[src/rtl/rv_pipe_pkg.sv]
`default_nettype none
// ============================================================================
// Module  : rv_pipe_pkg
// Brief   : Shared defaults, control-bundle bit positions and ALUOp codes
// Revision: 1.0 - initial release
// ============================================================================
package rv_pipe_pkg;

    localparam int DEF_XLEN   = 64;
    localparam int DEF_REG_W  = 5;
    localparam int DEF_CTRL_W = 8;

    // Control bundle layout, MSB first
    localparam int CTRL_MEMTOREG  = 7;
    localparam int CTRL_REGWRITE  = 6;
    localparam int CTRL_BRANCH    = 5;
    localparam int CTRL_MEMWRITE  = 4;
    localparam int CTRL_MEMREAD   = 3;
    localparam int CTRL_ALUSRC    = 2;
    localparam int CTRL_ALUOP_MSB = 1;
    localparam int CTRL_ALUOP_LSB = 0;

    typedef enum logic [1:0] {
        ALUOP_LDST   = 2'b00,
        ALUOP_BRANCH = 2'b01,
        ALUOP_RTYPE  = 2'b10,
        ALUOP_ITYPE  = 2'b11
    } aluop_e;

endpackage
`default_nettype wire

[src/rtl/load_use_detect.sv]
`default_nettype none
// ============================================================================
// Module  : load_use_detect
// Brief   : Combinational load-use hazard check between EX and ID slots
// Revision: 1.0 - initial release
// ============================================================================
module load_use_detect
    import rv_pipe_pkg::*;
#(
    parameter int REG_W = DEF_REG_W
) (
    input  logic             i_ex_valid,
    input  logic             i_ex_memread,
    input  logic [REG_W-1:0] i_ex_rd,
    input  logic             i_id_valid,
    input  logic [REG_W-1:0] i_id_rs1,
    input  logic [REG_W-1:0] i_id_rs2,
    output logic             o_lu
);

    logic w_rd_match;

    // x0 is hardwired to zero, so a load into it never produces a dependency
    assign w_rd_match = (i_ex_rd != '0) &&
                        ((i_ex_rd == i_id_rs1) || (i_ex_rd == i_id_rs2));

    assign o_lu = i_ex_valid & i_ex_memread & i_id_valid & w_rd_match;

endmodule
`default_nettype wire

[src/rtl/id_ex_pipe_ctrl.sv]
`default_nettype none
// ============================================================================
// Module  : id_ex_pipe_ctrl
// Brief   : ID/EX pipeline register with stall, flush, load-use bubbles
// Revision: 1.0 - initial release
// ============================================================================
module id_ex_pipe_ctrl
    import rv_pipe_pkg::*;
#(
    parameter int XLEN   = DEF_XLEN,
    parameter int REG_W  = DEF_REG_W,
    parameter int CTRL_W = DEF_CTRL_W,
    parameter int CNT_W  = 16
) (
    input  logic              clk,
    input  logic              reset_n,
    input  logic              id_valid,
    input  logic [XLEN-1:0]   id_pc,
    input  logic [XLEN-1:0]   id_rs1_data,
    input  logic [XLEN-1:0]   id_rs2_data,
    input  logic [XLEN-1:0]   id_imm,
    input  logic [3:0]        id_funct4,
    input  logic [2:0]        id_funct3,
    input  logic [REG_W-1:0]  id_rd,
    input  logic [REG_W-1:0]  id_rs1,
    input  logic [REG_W-1:0]  id_rs2,
    input  logic [CTRL_W-1:0] id_ctrl,
    input  logic              ex_stall,
    input  logic              flush,
    output logic              ex_valid,
    output logic [XLEN-1:0]   ex_pc,
    output logic [XLEN-1:0]   ex_rs1_data,
    output logic [XLEN-1:0]   ex_rs2_data,
    output logic [XLEN-1:0]   ex_imm,
    output logic [3:0]        ex_funct4,
    output logic [2:0]        ex_funct3,
    output logic [REG_W-1:0]  ex_rd,
    output logic [REG_W-1:0]  ex_rs1,
    output logic [REG_W-1:0]  ex_rs2,
    output logic [CTRL_W-1:0] ex_ctrl,
    output logic              hazard_stall,
    output logic [CNT_W-1:0]  bubble_count
);

    logic              r_valid;
    logic [XLEN-1:0]   r_pc, r_rs1_data, r_rs2_data, r_imm;
    logic [3:0]        r_funct4;
    logic [2:0]        r_funct3;
    logic [REG_W-1:0]  r_rd, r_rs1, r_rs2;
    logic [CTRL_W-1:0] r_ctrl;
    logic [CNT_W-1:0]  r_bubble_cnt;

    logic w_lu;
    logic w_clear;
    logic w_bubble;
    logic w_load;

    load_use_detect #(
        .REG_W (REG_W)
    ) u_lu (
        .i_ex_valid   (r_valid),
        .i_ex_memread (r_ctrl[CTRL_MEMREAD]),
        .i_ex_rd      (r_rd),
        .i_id_valid   (id_valid),
        .i_id_rs1     (id_rs1),
        .i_id_rs2     (id_rs2),
        .o_lu         (w_lu)
    );

    // Priority: flush > ex_stall > load-use bubble > capture
    assign w_bubble = ~flush & ~ex_stall & w_lu;
    assign w_clear  = flush | w_bubble;
    assign w_load   = ~flush & ~ex_stall & ~w_lu;

    assign hazard_stall = ~flush & (ex_stall | w_lu);

    always_ff @(posedge clk or negedge reset_n) begin
        if (!reset_n) begin
            r_valid      <= 1'b0;
            r_pc         <= '0;
            r_rs1_data   <= '0;
            r_rs2_data   <= '0;
            r_imm        <= '0;
            r_funct4     <= '0;
            r_funct3     <= '0;
            r_rd         <= '0;
            r_rs1        <= '0;
            r_rs2        <= '0;
            r_ctrl       <= '0;
            r_bubble_cnt <= '0;
        end else if (w_clear) begin
            r_valid    <= 1'b0;
            r_pc       <= '0;
            r_rs1_data <= '0;
            r_rs2_data <= '0;
            r_imm      <= '0;
            r_funct4   <= '0;
            r_funct3   <= '0;
            r_rd       <= '0;
            r_rs1      <= '0;
            r_rs2      <= '0;
            r_ctrl     <= '0;
            if (w_bubble && (r_bubble_cnt != {CNT_W{1'b1}})) begin
                r_bubble_cnt <= r_bubble_cnt + CNT_W'(1);
            end
        end else if (w_load) begin
            r_valid    <= id_valid;
            r_pc       <= id_pc;
            r_rs1_data <= id_rs1_data;
            r_rs2_data <= id_rs2_data;
            r_imm      <= id_imm;
            r_funct4   <= id_funct4;
            r_funct3   <= id_funct3;
            r_rd       <= id_rd;
            r_rs1      <= id_rs1;
            r_rs2      <= id_rs2;
            // An empty decode slot must not carry stray write enables into EX
            r_ctrl     <= id_valid ? id_ctrl : '0;
        end
    end

    assign ex_valid     = r_valid;
    assign ex_pc        = r_pc;
    assign ex_rs1_data  = r_rs1_data;
    assign ex_rs2_data  = r_rs2_data;
    assign ex_imm       = r_imm;
    assign ex_funct4    = r_funct4;
    assign ex_funct3    = r_funct3;
    assign ex_rd        = r_rd;
    assign ex_rs1       = r_rs1;
    assign ex_rs2       = r_rs2;
    assign ex_ctrl      = r_ctrl;
    assign bubble_count = r_bubble_cnt;

endmodule
`default_nettype wire

[config.mk]
export PLATFORM = sky130hd
export DESIGN_NAME = id_ex_pipe_ctrl
export DESIGN_NICKNAME = d
export VERILOG_FILES = /design/src/rtl/rv_pipe_pkg.sv /design/src/rtl/load_use_detect.sv /design/src/rtl/id_ex_pipe_ctrl.sv
export SDC_FILE = /design/constraint.sdc
export NUM_CORES = 1
export LEC_CHECK = 0
export CAP_MARGIN = 20
export CELL_PAD_IN_SITES_DETAIL_PLACEMENT = 2
export CELL_PAD_IN_SITES_GLOBAL_PLACEMENT = 2
export CORE_AREA = 2 2 233 235
export CTS_BUF_LIST = sky130_fd_sc_hd__clkbuf_2 sky130_fd_sc_hd__clkbuf_4 sky130_fd_sc_hd__clkbuf_8
export DETAILED_ROUTE_END_ITERATION = 8
export DIE_AREA = 0 0 235 237
export GPL_TIMING_DRIVEN = 0
export PLACE_DENSITY_LB_ADDON = 0.1
export SETUP_SLACK_MARGIN = 0.3
export SLEW_MARGIN = 40
export SYNTH_ARGS = -nofsm -noshare
export SYNTH_HDL_FRONTEND = slang
export SYNTH_SLANG_ARGS = --single-unit
[constraint.sdc]
create_clock -name clk -period 7 [get_ports clk]
set_input_delay 2.1 -clock clk [delete_from_list [all_inputs] [get_ports clk]]
set_output_delay 2.1 -clock clk [all_outputs]
set_load 0.05 [all_outputs]
==> impl_metrics.env <==
export IMPL_status="completed"
export IMPL_cts_tree="done"
export IMPL_post_cts_setup_buffers=0
export IMPL_hold_buffers=0
export IMPL_syn_nets=1077
export IMPL_place_area_um2=18500
export IMPL_maxSlewViolCount=0
export IMPL_antenna_found_initial=15
export IMPL_max_cap_violations=0
export IMPL_grt_pass1_vias=11800
export IMPL_worstSetupStartpointType="input pin"
export IMPL_clkLatencyLatePin_ps=640
export IMPL_synthCells=785
export IMPL_postRouteAntennaNets=0
export IMPL_initial_core_util_pct=21.8
export IMPL_hold_class="reg2reg"
export IMPL_vias=10400
export IMPL_drive_gt1_share_pct=9.74
export IMPL_finalPower_mw=4.64
export IMPL_areaGrowthSynthToFinish_pct=70.0
export IMPL_clockBufferDepth=3
export IMPL_die_w_um=235
export IMPL_die_area_um2=55700
export IMPL_arrival_ps=4350
export IMPL_slew_limit_headroom_pct=47.3
export IMPL_num_rows=85
export IMPL_dpl_hpwl_mm=42.6
export IMPL_finalInstanceArea_um2=19700
export IMPL_wirelength_mm=56.1
export IMPL_ys_seq_area_share_pct=65.4
export IMPL_syn_avg_cell_area_um2=14.8
export IMPL_setup_tns_ps=0
export IMPL_seq_area_um2=7580
export IMPL_core_area_um2=53300
export IMPL_preCtsSetupSlack_ps=-385
export IMPL_fmaxAchievable_mhz=155
export IMPL_grt_pass1_wl_mm=81.6
export IMPL_synth_cell_type_count=28
export IMPL_syn_area_um2=11600
export IMPL_grt_max_degree=66
export IMPL_route_detailed_drc=0
export IMPL_p_leak_nw=7.88
export IMPL_fin_util_pct=37.0
export IMPL_ys_ff_latch=303
export IMPL_ys_warn_count=0
export IMPL_track_usage_pct=19.7
export IMPL_final_hold_viol_count=0
export IMPL_final_fill_count=5456
export IMPL_final_nets=1735
export IMPL_end_kind="output port"
export IMPL_worst_slew_pin_slew_ps=787
export IMPL_multiInputGateArea_um2=3480
export IMPL_ctsRootBufferMaster="clkbuf_8"
export IMPL_first_iter_violations=337
export IMPL_first_pass_iters=4
export IMPL_fin_crit_ps=6450
export IMPL_gp_congestion=0.766
export IMPL_worstSetupPathType="in2out"
export IMPL_rsz0062_at_grt="no"
export IMPL_vdd_drop_max_uv=117
export IMPL_pwr_density_cell_nw_per_um2=235
export IMPL_num_io_pins=595
export IMPL_avgViaCountPerCell=4.77
export IMPL_wire_per_inst_um=25.7
export IMPL_setup_viol=0
export IMPL_clock_sinks=303
export IMPL_cp_max_fo=10
export IMPL_layout_setup_ws_ps=553
export IMPL_fin_worst_skew_ps=17.6
export IMPL_fin_crit_sh_pct=92.1
export IMPL_cts_made_buffers=59
export IMPL_clk_pin_slew_ps=50
export IMPL_ctsHtreeMaxLevel=2
export IMPL_required_ps=4900
export IMPL_fp_dieH_um=237
export IMPL_grt_ovfl_total=0
export IMPL_port_buffers=593
==> kinds of logic after synthesis <==
family | Yosys count | synth area share (%)
fa+ha+maj | 1 | 0.108
mux | 1 | 0.0971
buf+inv | 98 | 4.76
xor+xnor | 25 | 1.89
compound gates | 290 | 24.8
flops | 303 | 65.4
simple gates | 67 | 2.99
==> synth_stat cells <==
cell,n,area (µm²)
nor2b_1,1,6.26
nor4_1,4,25.0
and4_1,1,8.76
nand2_1,14,52.6
xnor2_1,25,219
nor2_1,6,22.5
clkbuf_1,63,236
nand3_1,24,120
nor3_1,2,10.0
o21ai_0,8,40.0
or2_2,1,6.26
or4_4,1,11.3
inv_1,2,7.51
mux2_2,1,11.3
a21oi_1,1,5.00
buf_6,22,248
a32o_1,279,2790
buf_4,2,15.0
and2_1,1,6.26
and3_1,4,25.0
o2111ai_4,1,26.3
nand2b_1,1,6.26
ha_1,1,12.5
nand4b_1,1,8.76
nand4_1,6,37.5
dfrtp_1,303,7580
o22ai_1,1,6.26
buf_2,9,45.0
==> final timing paths <==
path / start / end / slack [ps] / cells past startpoint
max: id_rs2[1] / hazard_stall / 550 / 10
min: ex_ctrl[0] / ex_ctrl[0] / 480 / 2
max reg2reg: ex_rd[0] / ex_rs1_data[30] / 4520 / 7
min reg2reg: ex_ctrl[0] / ex_ctrl[0] / 480 / 2
max in group asynchronous: reset_n / ex_rs1_data[4] / 4490 / 3
min in group asynchronous: reset_n / ex_imm[0] / 1380 / 1
==> stage by stage <==
stage               hold WS (ps)  instances
global placement             470       2074
finish                       481       2181
global route                 499       2179
floorplan                    526        785
CTS                          491       2175
detailed placement           474       2078
==> cells in the final DEF, fill, tap and decap left out, types with 2 or more instances in the layout <==
master           instances
nand3_1                 24
nor2_1                   4
a32o_1                 279
nor2_2                   2
buf_2                   10
nor4_1                   4
xnor2_1                 25
clkbuf_8                69
nand4_1                  6
clkbuf_1                63
inv_1                    2
nand2_1                 14
clkbuf_4                24
and3_1                   4
dfrtp_1                303
buf_6                   22
buf_4                    2
clkdlybuf4s50_1        591
diode_2                  6
clkinv_2                 2
buf_16                   4
o21ai_0                  8
==> per-layer routing <==
layer / wire [µm] / up-vias / GRT usage, %
li1: - / 4547 / -
met1: 20800 / 5338 / 21.6
met4: 1490 / 16 / 6.69
met3: 5810 / 81 / 9.02
met5: 115 / - / 0
met2: 27900 / 431 / 33.5
==> critical path, stage by stage <==
cell and delay (ps):
clkdlybuf4s50_1 540, xnor2_1 160, nand3_1 150, o22ai_4 300
nand2b_1 100, buf_4 220, buf_6 190, buf_6 160
a21oi_1 130, buf_2 280
==> registers in the layout, indices dropped and copies added, names as in the netlist <==
register / flops
ex_rs1: 5
ex_imm: 64
ex_rs2: 5
bubble_count: 16
ex_rs1_data: 64
ex_ctrl: 8
ex_funct3: 3
ex_rs2_data: 64
ex_pc: 64
ex_rd: 5
ex_valid: 1
ex_funct4: 4
==> what timing repair did <==
| action | in CTS | in global routing |
|---|---|---|
| hold endpoints to repair | 0 | 0 |
| gates resized for setup | 4 | 3 |
| cloned | 0 | 0 |
| pin swaps | 0 | 0 |
| setup endpoints to repair | 1 | 1 |
==> power by group <==
| group | leakage (nW) | switching [mW] | internal (mW) |
|---|---|---|---|
| Sequential | 4.04 | 0.0547 | 1.85 |
| Clock | 0.619 | 0.777 | 1.01 |
| Combinational | 3.22 | 0.569 | 0.385 |
==> layout make-up <==
type / count / share of cell area, %
flip-flops and latches: 303 / 38.5
plain buffers: 96 / 2.76
repair buffers: 597 / 30.7
clock inverters: 4 / 0.133
multi-input cells: 384 / 17.7
diodes: 6 / 0.0762
inverters: 2 / 0.0381
clock buffers: 93 / 5.73
well taps: 696 / 4.42
Note: power is estimated with default switching activity, not from simulation.
